## src/rtl/treasure_pkg.sv

```systemverilog
// Shared definitions for the treasure colour detector: the colour codes used on the
// Arduino pins, the controller state encoding, and a small counter helper.
package treasure_pkg;

  // Colour codes as presented on the COLOR pins.
  localparam logic [1:0] COLOR_NONE    = 2'b00;
  localparam logic [1:0] COLOR_BLUE    = 2'b01;
  localparam logic [1:0] COLOR_RED     = 2'b10;
  localparam logic [1:0] COLOR_INCONCL = 2'b11;

  // Controller states.
  typedef enum logic [2:0] {
    StIdle,
    StSkip,
    StCollect,
    StSend,
    StWaitAckHi,
    StWaitAckLo
  } state_e;

  // Increment that sticks at lim instead of wrapping.
  function automatic logic [3:0] sat_inc4(input logic [3:0] v, input logic [3:0] lim);
    return (v >= lim) ? v : v + 4'd1;
  endfunction

endpackage

```

## src/rtl/sync_2ff.sv

```systemverilog
// Single-bit two-flop synchroniser for level inputs arriving from the Arduino.
module sync_2ff (
  input  logic CLK,
  input  logic RESET,
  input  logic d,
  output logic q
);

  logic meta_q;

  // First flop may go metastable; second flop gives it a full cycle to settle.
  always_ff @(posedge CLK) begin
    if (RESET) begin
      meta_q <= 1'b0;
      q      <= 1'b0;
    end else begin
      meta_q <= d;
      q      <= meta_q;
    end
  end

endmodule

```

## src/rtl/treasure_detect_ctrl.sv

```systemverilog
// Per-request colour measurement controller. On a START request it skips a partial
// frame, samples the classifier once per frame, commits a colour after enough
// identical frames (or "inconclusive" after too many), and hands the result to the
// Arduino over a 4-phase VALID/ACK handshake.
module treasure_detect_ctrl
  import treasure_pkg::*;
#(
  parameter int unsigned AGREE_FRAMES   = 3,
  parameter int unsigned TIMEOUT_FRAMES = 30,
  parameter int unsigned SKIP_FRAMES    = 1
) (
  input  logic       CLK,
  input  logic       RESET,
  input  logic       START,
  input  logic       ACK,
  input  logic       VGA_VSYNC_NEG,
  input  logic [7:0] PROC_RESULT,
  output logic [1:0] COLOR,
  output logic       VALID,
  output logic       BUSY,
  output logic       CAPTURE_STB
);

  localparam logic [3:0] AGREE_CNT   = 4'(AGREE_FRAMES);
  localparam logic [7:0] TIMEOUT_CNT = 8'(TIMEOUT_FRAMES);
  localparam logic [3:0] SKIP_CNT    = 4'(SKIP_FRAMES);

  logic       start_sync;
  logic       ack_sync;
  logic       start_sync_q;
  logic       vsync_q;
  logic       start_rise;
  logic       frame_end;
  logic [1:0] sample_code;

  state_e     state_q;
  logic [7:0] frame_cnt_q;
  logic [3:0] run_cnt_q;
  logic [2:0] skip_cnt_q;
  logic [1:0] last_code_q;

  logic [7:0] frame_next;
  logic [3:0] run_next;
  logic [2:0] skip_next;
  logic       agree_hit;
  logic       timeout_hit;
  logic       skip_done;

  // Low classifier bits carry nothing we need.
  logic       unused_proc_bits;
  assign unused_proc_bits = ^PROC_RESULT[5:0];

  sync_2ff u_sync_start (
    .CLK   (CLK),
    .RESET (RESET),
    .d     (START),
    .q     (start_sync)
  );

  sync_2ff u_sync_ack (
    .CLK   (CLK),
    .RESET (RESET),
    .d     (ACK),
    .q     (ack_sync)
  );

  // Delay copies for START edge detection and VSYNC falling-edge (frame end) detection.
  always_ff @(posedge CLK) begin
    if (RESET) begin
      start_sync_q <= 1'b0;
      vsync_q      <= 1'b0;
    end else begin
      start_sync_q <= start_sync;
      vsync_q      <= VGA_VSYNC_NEG;
    end
  end

  assign start_rise  = start_sync & ~start_sync_q;
  assign frame_end   = vsync_q & ~VGA_VSYNC_NEG;
  assign sample_code = PROC_RESULT[7:6];

  // Counter look-ahead for the current sample and skip frame.
  always_comb begin
    frame_next  = frame_cnt_q + 8'd1;
    run_next    = (sample_code == last_code_q) ? sat_inc4(run_cnt_q, AGREE_CNT) : 4'd1;
    agree_hit   = (run_next == AGREE_CNT);
    timeout_hit = (frame_next == TIMEOUT_CNT);
    skip_next   = skip_cnt_q + 3'd1;
    skip_done   = ({1'b0, skip_next} == SKIP_CNT);
  end

  // Controller FSM with registered outputs. CAPTURE_STB doubles as the "sample now"
  // flag: it is set on the frame-end edge so it is high exactly on the cycle where
  // PROC_RESULT carries that frame's code.
  always_ff @(posedge CLK) begin
    if (RESET) begin
      state_q     <= StIdle;
      COLOR       <= COLOR_NONE;
      VALID       <= 1'b0;
      BUSY        <= 1'b0;
      CAPTURE_STB <= 1'b0;
      frame_cnt_q <= 8'd0;
      run_cnt_q   <= 4'd0;
      skip_cnt_q  <= 3'd0;
      last_code_q <= COLOR_NONE;
    end else begin
      CAPTURE_STB <= 1'b0;
      case (state_q)
        StIdle: begin
          if (start_rise) begin
            frame_cnt_q <= 8'd0;
            run_cnt_q   <= 4'd0;
            skip_cnt_q  <= 3'd0;
            last_code_q <= COLOR_NONE;
            BUSY        <= 1'b1;
            state_q     <= (SKIP_FRAMES == 0) ? StCollect : StSkip;
          end
        end
        StSkip: begin
          if (frame_end) begin
            if (skip_done) begin
              state_q <= StCollect;
            end else begin
              skip_cnt_q <= skip_next;
            end
          end
        end
        StCollect: begin
          CAPTURE_STB <= frame_end;
          if (CAPTURE_STB) begin
            frame_cnt_q <= frame_next;
            run_cnt_q   <= run_next;
            last_code_q <= sample_code;
            // Agreement takes priority over a coincident timeout.
            if (agree_hit) begin
              COLOR   <= sample_code;
              state_q <= StSend;
            end else if (timeout_hit) begin
              COLOR   <= COLOR_INCONCL;
              state_q <= StSend;
            end
          end
        end
        StSend: begin
          VALID   <= 1'b1;
          state_q <= StWaitAckHi;
        end
        StWaitAckHi: begin
          if (ack_sync) begin
            VALID   <= 1'b0;
            state_q <= StWaitAckLo;
          end
        end
        StWaitAckLo: begin
          if (!ack_sync) begin
            BUSY    <= 1'b0;
            state_q <= StIdle;
          end
        end
        default: begin
          VALID   <= 1'b0;
          BUSY    <= 1'b0;
          state_q <= StIdle;
        end
      endcase
    end
  end

endmodule

```

## config.mk

```make
export PLATFORM = sky130hd
export DESIGN_NAME = treasure_detect_ctrl
export DESIGN_NICKNAME = d
export VERILOG_FILES = /design/src/rtl/treasure_pkg.sv /design/src/rtl/sync_2ff.sv /design/src/rtl/treasure_detect_ctrl.sv
export SDC_FILE = /design/constraint.sdc
export NUM_CORES = 1
export LEC_CHECK = 0
export BUFFER_PORTS_ARGS = -buffer_cell sky130_fd_sc_hd__buf_2
export CORE_AREA = 2 2 75 77
export CTS_BUF_LIST = sky130_fd_sc_hd__clkbuf_8 sky130_fd_sc_hd__clkbuf_16
export CTS_CLUSTER_DIAMETER = 60
export DETAILED_ROUTE_END_ITERATION = 12
export DIE_AREA = 0 0 77 79
export GPL_ROUTABILITY_DRIVEN = 0
export MAX_ROUTING_LAYER = met4
export SETUP_SLACK_MARGIN = 0.1
export SYNTH_ARGS = -nofsm -noshare
export SYNTH_HDL_FRONTEND = slang
export SYNTH_SLANG_ARGS = --single-unit
```

## constraint.sdc

```tcl
create_clock -name CLK -period 2.51 [get_ports CLK]
set_clock_uncertainty 0.15 [all_clocks]
set_input_delay 0.3765 -clock CLK [delete_from_list [all_inputs] [get_ports CLK]]
set_output_delay 0.3765 -clock CLK [all_outputs]
set_load 0.01 [all_outputs]
```

After elaboration in Yosys (flattened, before gate mapping)
Index checks and enable logic that the tools add are counted.

storage, ports and cells
  register bits after elaboration = 31
  latch bits = 0
  RAM bits = 0
  memory bits (read-only) = 0
  output and inout port bits = 5
  logic and storage cells = 87
  memories kept = 0

cells by class
  add/subtract/negate cells = 3
  multipliers = 0
  div/mod/pow operators = 0
  $lt $le $gt $ge = 1
  eq/ne operators = 17
  shifts and indexed selects = 0
  muxes and demuxes = 31
  bitwise logic cells = 7
  reduce and logical (&&, ||, !) cells = 13

operators with widths
  operator             count
  $mux 3               11
  $pmux 3 s6           1
  $mux 4               4
  $mux 8               2
  $pmux 8 s2           1
  $ne 2x2->1 const B   6
  $reduce_and 3->1     3
  $add 8x1->8 const B  1
  $eq 8x5->1 const B   1
  $mux 2               4
  $pmux 4 s2           1
  $reduce_or 4->1      2
  $reduce_and 7->1     1
  $eq 3x1->1 const B   2
  $eq 3x2->1 const B   2
  $eq 3x3->1 const B   2
  $pmux 1 s3           2
  $pmux 3 s2           1
  $reduce_bool 2->1    3
  $not 1->1            5
  $add 4x1->4 const B  1
  $eq 4x2->1 const B   1
  $ge 4x2->1 const B   1
  $pmux 2 s2           1
  other kinds (10)     13

Depth between registers and ports, before layout
Gate-level depths: netlist (run 1).

  depth in word-level cells = 7
  gate-level depth with buffers = 7
  depth with buffers taken out = 6

Hierarchy
A second synthesis (run 1) with hierarchy kept.

second synthesis, totals
  cell total of the unflattened synthesis = 187
  area total of the unflattened synthesis = 1604.0 um2

by module, submodules not included
  module                times used  cells an instance  area each (um2)  sequential area each (um2)
  treasure_detect_ctrl  1           179                1498.9           540.5
  sync_2ff              2           4                  52.6             40.0

Worst setup path after synthesis (run 1)
No wires, ideal clock.

  path type = register -> register
  start point = reg frame_cnt_q[0]
  end point = reg state_q[0]
  data arrival time = 1.596 ns
  data required time = 2.273 ns
  setup slack = 0.677 ns
  stages on the path, launching flop included = 7
  clock period less this slack = 1.833 ns
  cells stage by stage = dfxtp_1 ha_1 nand3_2 o21a_1 nor4_4 a221oi_1 nor4b_2

on the way
  cells in the longest elaborated chain, start to end = 4

ends and longest elaborated chain
  item                               line                         RTL
  from (decl)                        treasure_detect_ctrl.sv:37   logic [7:0] frame_cnt_q;
  from (signal assigned)             treasure_detect_ctrl.sv:131  frame_cnt_q <= frame_next;
  $add 8x1->8                        treasure_detect_ctrl.sv:84   frame_next = frame_cnt_q + 8'd1;
  $eq 8x5->1                         treasure_detect_ctrl.sv:87   timeout_hit = (frame_next == TIMEOUT_CNT);
  $ne 3x3->1 (no source line)        -
  $reduce_and 7->1 (no source line)  -
  to (signal assigned)               treasure_detect_ctrl.sv:97   state_q <= StIdle;
  to (signal assigned)               treasure_detect_ctrl.sv:116  state_q <= (SKIP_FRAMES == 0) ? StCollect : StSkip;
  to (signal assigned)               treasure_detect_ctrl.sv:122  state_q <= StCollect;
  to (decl)                          treasure_detect_ctrl.sv:36   state_e state_q;

No other way between the ends.
A chain may end at the register's enable or synchronous reset.

Final worst setup path (run 1)
  start point = reg frame_cnt_q[0]
  end point = reg COLOR[0]

on the way
  cells in the longest elaborated chain, start to end = 4

ends and longest elaborated chain
  item                                line                         RTL
  $add 8x1->8                         treasure_detect_ctrl.sv:84
  $eq 8x5->1                          treasure_detect_ctrl.sv:87
  $reduce_bool 2->1 (no source line)  -
  $reduce_and 3->1 (no source line)   -
  to (signal assigned)                treasure_detect_ctrl.sv:136  COLOR <= sample_code;
  to (decl)                           treasure_detect_ctrl.sv:18   output logic [1:0] COLOR,

No other way between the ends.

==> results of run 1 <==
==> power by group through the flow <==
stage               Clock (W)  Sequential (W)  Combinational [W]
floorplan                   0        0.000517          0.0000430
global placement            0        0.000522          0.0000561
detailed placement          0        0.000522          0.0000566
CTS                  0.000401        0.000511          0.0000567
global route         0.000423        0.000512          0.0000646
finish               0.000386        0.000511          0.0000563
==> logic make-up (layout without fill, tap and decap cells) <==
family | count (synthesis) | after routing | synth area share
flops | 31 | 31 | 0.4016
fa+ha+maj | 5 | 5 | 0.04049
simple gates | 86 | 86 | 0.3020
compound gates | 44 | 44 | 0.1781
xor+xnor | 6 | 6 | 0.03401
buf+inv | 17 | 28 | 0.04372
==> metrics by stage <==
stage          area (µm²)  hold slack [ps]  instances    util  power (W)
6_report             1755            169.1        272  0.3289  0.0009529
5_1_grt              1755            158.8        272  0.3289  0.0009997
3_5_place_dp         1668            272.0        265  0.3125  0.0005782
3_3_place_gp         1668            265.5        265  0.3125  0.0005780
2_1_floorplan        1545            263.8        189       -  0.0005603
4_1_cts              1755            159.2        272  0.3289  0.0009687
==> cell usage in the layout, fill, tap and decap left out, types with 2 or more instances in the layout <==
cell and count:
a211oi_1 3, a21o_1 2, a21oi_1 15, a22oi_1 3, a311oi_1 2, a31oi_1 4, and2_1 3, and3_1 2
buf_2 11, buf_4 2, clkbuf_8 6, dfxtp_1 31, ha_1 5, inv_1 8, nand2_1 12, nand3_1 7
nand4_1 3, nand4b_1 2, nor2_1 28, nor2b_1 7, nor3_1 8, o21a_1 2, o21ai_0 7, or3b_1 2
or4_1 2, xnor2_1 2, xor2_1 4
==> worst max-delay path by stage <==
stage | cells after the start | slack, ps | start | endpoint
floorplan | 6 | 680 | frame_cnt_q[0]$_SDFFE_PP0P_ | state_q[0]$_SDFFE_PP0P_
global placement | 6 | 490 | frame_cnt_q[0]$_SDFFE_PP0P_ | state_q[0]$_SDFFE_PP0P_
detailed placement | 6 | 470 | frame_cnt_q[0]$_SDFFE_PP0P_ | state_q[0]$_SDFFE_PP0P_
CTS | 6 | 430 | frame_cnt_q[0]$_SDFFE_PP0P_ | COLOR[0]$_SDFFE_PP0P_
global route | 6 | 240 | frame_cnt_q[0]$_SDFFE_PP0P_ | COLOR[0]$_SDFFE_PP0P_
finish | 6 | 450 | frame_cnt_q[0]$_SDFFE_PP0P_ | COLOR[0]$_SDFFE_PP0P_
==> state kept, by name, indices dropped and copies added (netlist names) <==
register             flops
u_sync_ack.meta_q        1
run_cnt_q                4
BUSY                     1
u_sync_start.q           1
frame_cnt_q              8
u_sync_ack.q             1
CAPTURE_STB              1
u_sync_start.meta_q      1
last_code_q              2
state_q                  3
start_sync_q             1
skip_cnt_q               3
VALID                    1
COLOR                    2
vsync_q                  1
==> Yosys cell counts, types with 2 or more instances <==
| cell | number |
|---|---|
| a211oi_1 | 3 |
| a21o_1 | 2 |
| a21oi_1 | 15 |
| a22oi_1 | 3 |
| a311oi_1 | 2 |
| a31oi_1 | 4 |
| and2_1 | 3 |
| and3_1 | 2 |
| buf_2 | 3 |
| clkbuf_1 | 6 |
| dfxtp_1 | 31 |
| ha_1 | 5 |
| inv_1 | 8 |
| nand2_1 | 12 |
| nand3_1 | 7 |
| nand4_1 | 3 |
| nand4b_1 | 2 |
| nor2_1 | 28 |
| nor2b_1 | 7 |
| nor3_1 | 8 |
| o21a_1 | 2 |
| o21ai_0 | 7 |
| or3b_1 | 2 |
| or4_1 | 2 |
| xnor2_1 | 2 |
| xor2_1 | 4 |
==> final cells by class <==
| type | instances | area, µm² |
|---|---|---|
| Inverter | 8 | 30.03 |
| Fill cell | 586 | 3582 |
| Clock buffer | 6 | 82.58 |
| Multi-Input combinational cell | 141 | 857.1 |
| Tap cell | 72 | 90.09 |
| Timing Repair Buffer | 13 | 70.07 |
| Sequential cell | 31 | 620.6 |
| Clock inverter | 1 | 5.005 |
==> routing by layer <==
| layer | vias to the layer above | share of wire |
|---|---|---|
| met3 | 5 | 0.032 |
| met2 | 16 | 0.46 |
| met1 | 618 | 0.49 |
| met4 | 0 | 0.010 |
| met5 | - | 0 |
| li1 | 686 | - |
==> impl_metrics.tcl, run 1 <==
set metrics [dict create \
    pin_count 18 \
    cp_top_family "simple AND/OR/NAND/NOR gates" \
    cell_internal_pwr_w 0.0007384 \
    regToRegSetupSlack_ps 450 \
    post-synth-top-area-cell "dfxtp_1" \
    r2r-end "COLOR[0]$_SDFFE_PP0P_" \
    hold_path_depth 2 \
    grt_most_used_layer "met2" \
    grt_setup_unrepaired "false" \
    number_of_synthesized_flops_with_an_enable_pin 0 \
    drc 0 \
    most_used_dff_post_synth "dfxtp_1" \
    htree_num_levels 2 \
    timing.setup.tns_ps 0 \
    setup_slack_ps 453.0 \
    routed-via-count 1325 \
    timing_worst_setup_path_type "reg -> reg" \
    areaGrowthSynthToFinish_pct 13.60 \
    tightest_slew_ps 567.3 \
    ys_ff_latch 31 \
    detailedRoute.firstPassIterationCount 4 \
    worstPathBufferInverterCount 0 \
    io_buffers 11 \
    pin_count_of_the_biggest_net_entering_global_routing 31 \
    asyncSetResetFlopFracSynth 0 \
    synthDistinctLibCells 42 \
    die-width_um 77 \
    number_of_hold_buffers_added_after_cts 0 \
    die_h_um 79 \
    grt_pass1_vias 1266 \
    clock_sink_count 31 \
    grt_first_pass_wirelength_um 5306 \
    max-slew-margin-rel 0.6218 \
    initial_core_utilization 0.2895 \
    synthesis.nets 207 \
    pwr_cell_area_nw_per_um2 542.9 \
    fmax_ghz 0.4862 \
    route.antenna.remaining_nets 0 \
    maxCapViolCount 0 \
    floorplan.core_area_um2 5338 \
    share_of_layout_cells_above_drive_strength_1 0.1250 \
    ys_seq_area_frac 0.4016 \
    master_of_the_slowest_instance_on_the_critical_path "dfxtp_1" \
    post_cts.repair.setup_buffers 0 \
    met1_track_usage_gr 0.1273 \
    antenna_found_initial 0 \
    max-clock-path-buffers 2 \
    switching_pwr_w 0.0002145 \
    avgSynthCellArea_um2 8.176 \
    yosys_warnings 0 \
    clock-root-buffer "clkbuf_8" \
    die_area_um2 6083 \
    p_sw_frac 0.2251 \
    critical_path_required_ps 2540 \
    rows 27 \
    antennaDiodeCount 0 \
    netlist_instances 189 \
    timing.final.hold_violations 0 \
    critPathCaptureType "register" \
    wire_per_inst_um 11.13 \
    numCtsBuffers 5 \
    timing_max_transition_violations_final 0 \
    insertion_delay_ps 280 \
    period_share 0.8195 \
    via_per_inst 4.871 \
    overflow 0 \
    total_number_of_nets_in_the_final_design 218 \
    total_wirelength_um 3026 \
    leakagePower_nw 0.6302 \
    vdd_ir_drop_max_mv 0.1663 \
    gr-usage-met2 0.1842 \
    cp_cell_sequence "ha_1 -> nand3_2 -> o21a_1 -> nor4_4 -> nand3_1 -> a311oi_1" \
    pre_cts_ws_ps 470.8 \
    synth_top_area_frac 0.4016 \
    cts_tree "done" \
    clk_pin_slew_ps 60 \
    min_delay_worst_endpoint "u_sync_start.meta_q$_SDFF_PP0_" \
    worst_r2r_startpoint "frame_cnt_q[0]$_SDFFE_PP0P_" \
    report.final.setup_viol 0 \
    grt_use_total 0.1117 \
    cts_resized 0 \
    yosys-top-cells-area "dfxtp_1, nor2_1, a21oi_1" \
    share_seq_of_total_power 0.536 \
    dp_hpwl_um 2143 \
    final_period_minus_worst_setup_slack_ps 2057 \
    hold_path.class "in -> reg" \
    post_synthesis_instance_area_um2 1545 \
    outcome "finished, final reports clean" \
    critical_path.max_stage_delay_ps 450 \
    comb_power_share 0.059 \
    critical_path.max_fanout 7 \
    grtUsageMet3 0.03182 \
    number_of_cells_on_the_worst_reg_to_reg_path 6 \
    critical_path.startpoint_type "register" \
    dr.first_iter.drc_count 24 \
    clock_power_share 0.405 \
    hold_path_startpoint "START" \
    worst_ep_arrival_time_ps 2090 \
]
No activity file was read; power rests on OpenSTA's default activity.
==> run 2, diff against run 1 <==
==> constraint.sdc (replaced) <==
create_clock -name CLK -period 1.8 [get_ports CLK]
set_clock_uncertainty 0.15 [all_clocks]
set_input_delay 0.27 -clock CLK [delete_from_list [all_inputs] [get_ports CLK]]
set_output_delay 0.27 -clock CLK [all_outputs]
set_load 0.01 [all_outputs]
==> run 2 against run 1 <==
  * The flow now finishes with violations (setup timing)
  * Total power is 52% higher
  * Setup slack worse by 500 ps
  * Sequential power is 38% higher
  * Critical path depth is 1 lower
  * Cell area is 11% higher
  * Routed wire length is 5.4% higher
  * Core utilization is 3.5 points higher
  * Sequential share of layout area is 2.7 points lower
  * Via count is 3.5% higher
  * Critical endpoint unchanged
  * Largest cell class unchanged
==> impl_metrics.tcl, run 2 (synthesized netlist as in run 1, its figures left out) <==
set metrics [dict create \
    outcome "finished with violations" \
    violations_in_the_final_reports "setup timing" \
    dp_hpwl_um 2307 \
    initial_core_utilization 0.2895 \
    final_core_utilization 0.3636 \
    htree_num_levels 2 \
    grt_setup_unrepaired "true" \
    die_area_um2 6083 \
    max-slew-margin-rel 0.7482 \
    clock-root-buffer "clkbuf_8" \
    grt_pass1_vias 1381 \
    clk_pin_slew_ps 70 \
    detailedRoute.firstPassIterationCount 4 \
    area.sequential_um2 634.4 \
    num-fill-cells 589 \
    total_wirelength_um 3188 \
    final_period_minus_worst_setup_slack_ps 1843 \
    hold_path_depth 2 \
    cts_tree "done" \
    timing_worst_setup_path_type "reg -> reg" \
    most-common-layout-cells "nor2_1, dfxtp_1, a21oi_1, buf_4, nand2_1" \
    antenna_found_initial 0 \
    setup_slack_ps -43.11 \
    routed-via-count 1371 \
    hold_path.class "in -> reg" \
    leakagePower_nw 0.7146 \
    critical_path.max_stage_delay_ps 350 \
    insertion_delay_ps 280 \
    regToRegSetupSlack_ps -40 \
    io_buffers 11 \
    pre_cts_ws_ps -62.35 \
    cp_cell_sequence "ha_4 -> or3b_1 -> a211oi_2 -> nand2_1 -> a311oi_1" \
    r2r-end "COLOR[0]$_SDFFE_PP0P_" \
    post_cts.repair.setup_buffers 0 \
    rows 27 \
    grt_first_pass_wirelength_um 5885 \
    share_of_layout_cells_above_drive_strength_1 0.2535 \
    antennaDiodeCount 0 \
    via_per_inst 4.811 \
    overflow 0 \
    cp_top_family "compound AO/OA/AOI/OAI gates" \
    wire_per_inst_um 11.19 \
    largest_reg_flops 8 \
    largest-register "frame_cnt_q" \
    pwr_cell_area_nw_per_um2 745.2 \
    worstPathBufferInverterCount 0 \
    report.final.setup_viol 3 \
    drc 0 \
    total_power_w 0.001446 \
    dr.first_iter.drc_count 91 \
    critical_path.startpoint_type "register" \
    fmax_ghz 0.5426 \
    floorplan.core_area_um2 5338 \
    areaGrowthSynthToFinish_pct 25.59 \
    total_number_of_nets_in_the_final_design 230 \
    pin_count 18 \
    die-width_um 77 \
    critical_path.max_fanout 4 \
    die_h_um 79 \
    grt_use_total 0.1233 \
    period_share 1.024 \
    pin_count_of_the_biggest_net_entering_global_routing 15 \
    vdd_ir_drop_max_mv 0.3048 \
    maxCapViolCount 0 \
    number_of_cells_on_the_worst_reg_to_reg_path 5 \
    tightest_slew_ps 377.7 \
    numCtsBuffers 5 \
    timing.final.hold_violations 0 \
    multiInputGateArea_um2 913.4 \
    clock_sink_count 31 \
    critical_path_required_ps 1830 \
    layout.cells.most_common "nor2_1" \
    route.antenna.remaining_nets 0 \
    timing.setup.tns_ps -73.73 \
    number_of_hold_buffers_added_after_cts 0 \
    hold_path_startpoint "START" \
    master_of_the_slowest_instance_on_the_critical_path "or3b_1" \
    worstSetupPathDepth 5 \
    layout_top_registers "frame_cnt_q: 8 flops, run_cnt_q: 4 flops" \
    min_delay_worst_endpoint "u_sync_start.meta_q$_SDFF_PP0_" \
    worst_ep_arrival_time_ps 1880 \
    worst_r2r_startpoint "run_cnt_q[0]$_SDFFE_PP0P_" \
    critPathCaptureType "register" \
    max-clock-path-buffers 2 \
    timing_max_transition_violations_final 0 \
]
run 2: changes by cell type in the layout (fill, tap and decap cells not counted), moves of 2 or more:
cell,change
ha_4,+2
buf_4,+12
dfxtp_1,-7
dfxtp_2,+5
dfxtp_4,+2
ha_1,-2
run 2: timing repair:
item / in CTS / in global routing
pin swaps: 0 / 0
setup endpoints to repair: 3 / 14
resized for setup: 0 / 9
endpoints found under the hold margin: 0 / 0
run 2: power by group:
part           switching, W  internal (W)  total (W)
Clock              0.000257      0.000392   0.000649
Combinational     0.0000532     0.0000386  0.0000917
Sequential        0.0000102      0.000696   0.000706
Total              0.000320       0.00113    0.00145
run 2: layer usage:
layer  global-route usage  vias to the layer above  wire length (µm)
met1               0.1417                      642              1550
met4              0.04107                        0                15
met5                    -                        -                 0
met2               0.2044                       14              1511
met3              0.04091                        2               111
li1                     -                      713                 -
run 2: final cells by class:
| class | count | area share |
|---|---|---|
| sequential | 31 | 0.3269 |
| clock inverter | 1 | 0.002579 |
| tap | 72 | 0.04642 |
| clock buffer | 7 | 0.05545 |
| timing repair buffer | 25 | 0.08253 |
| multi-input combinational | 141 | 0.4707 |
| inverter | 8 | 0.01547 |
run 2: through the flow:
stage | cell area (µm²) | hold WS [ps] | cells
after floorplan | 1592 | 248.2 | 189
after global placement | 1804 | 274.3 | 277
after detailed placement | 1804 | 284.0 | 277
after CTS | 1917 | 51.69 | 285
after global routing | 1941 | 67.08 | 285
final | 1941 | 54.51 | 285
run 2: worst max-delay path by stage:
stage	endpoint	from	slack (ps)
5_1_grt	COLOR[0]$_SDFFE_PP0P_	frame_cnt_q[1]$_SDFFE_PP0P_	-140
3_5_place_dp	COLOR[0]$_SDFFE_PP0P_	run_cnt_q[0]$_SDFFE_PP0P_	-60
6_report	COLOR[0]$_SDFFE_PP0P_	run_cnt_q[0]$_SDFFE_PP0P_	-40
3_3_place_gp	COLOR[0]$_SDFFE_PP0P_	run_cnt_q[0]$_SDFFE_PP0P_	-30
4_1_cts	COLOR[0]$_SDFFE_PP0P_	run_cnt_q[0]$_SDFFE_PP0P_	-80
2_1_floorplan	COLOR[0]$_SDFFE_PP0P_	run_cnt_q[0]$_SDFFE_PP0P_	90
run 2: worst reg2reg max path, delay by kind of cell (launching register included):
kind,cells,cell delay (ps)
AO/OA/AOI/OAI,2,510
flip-flops,1,340
AND/OR/NAND/NOR,2,500
adder cells (fa/ha/maj),1,250
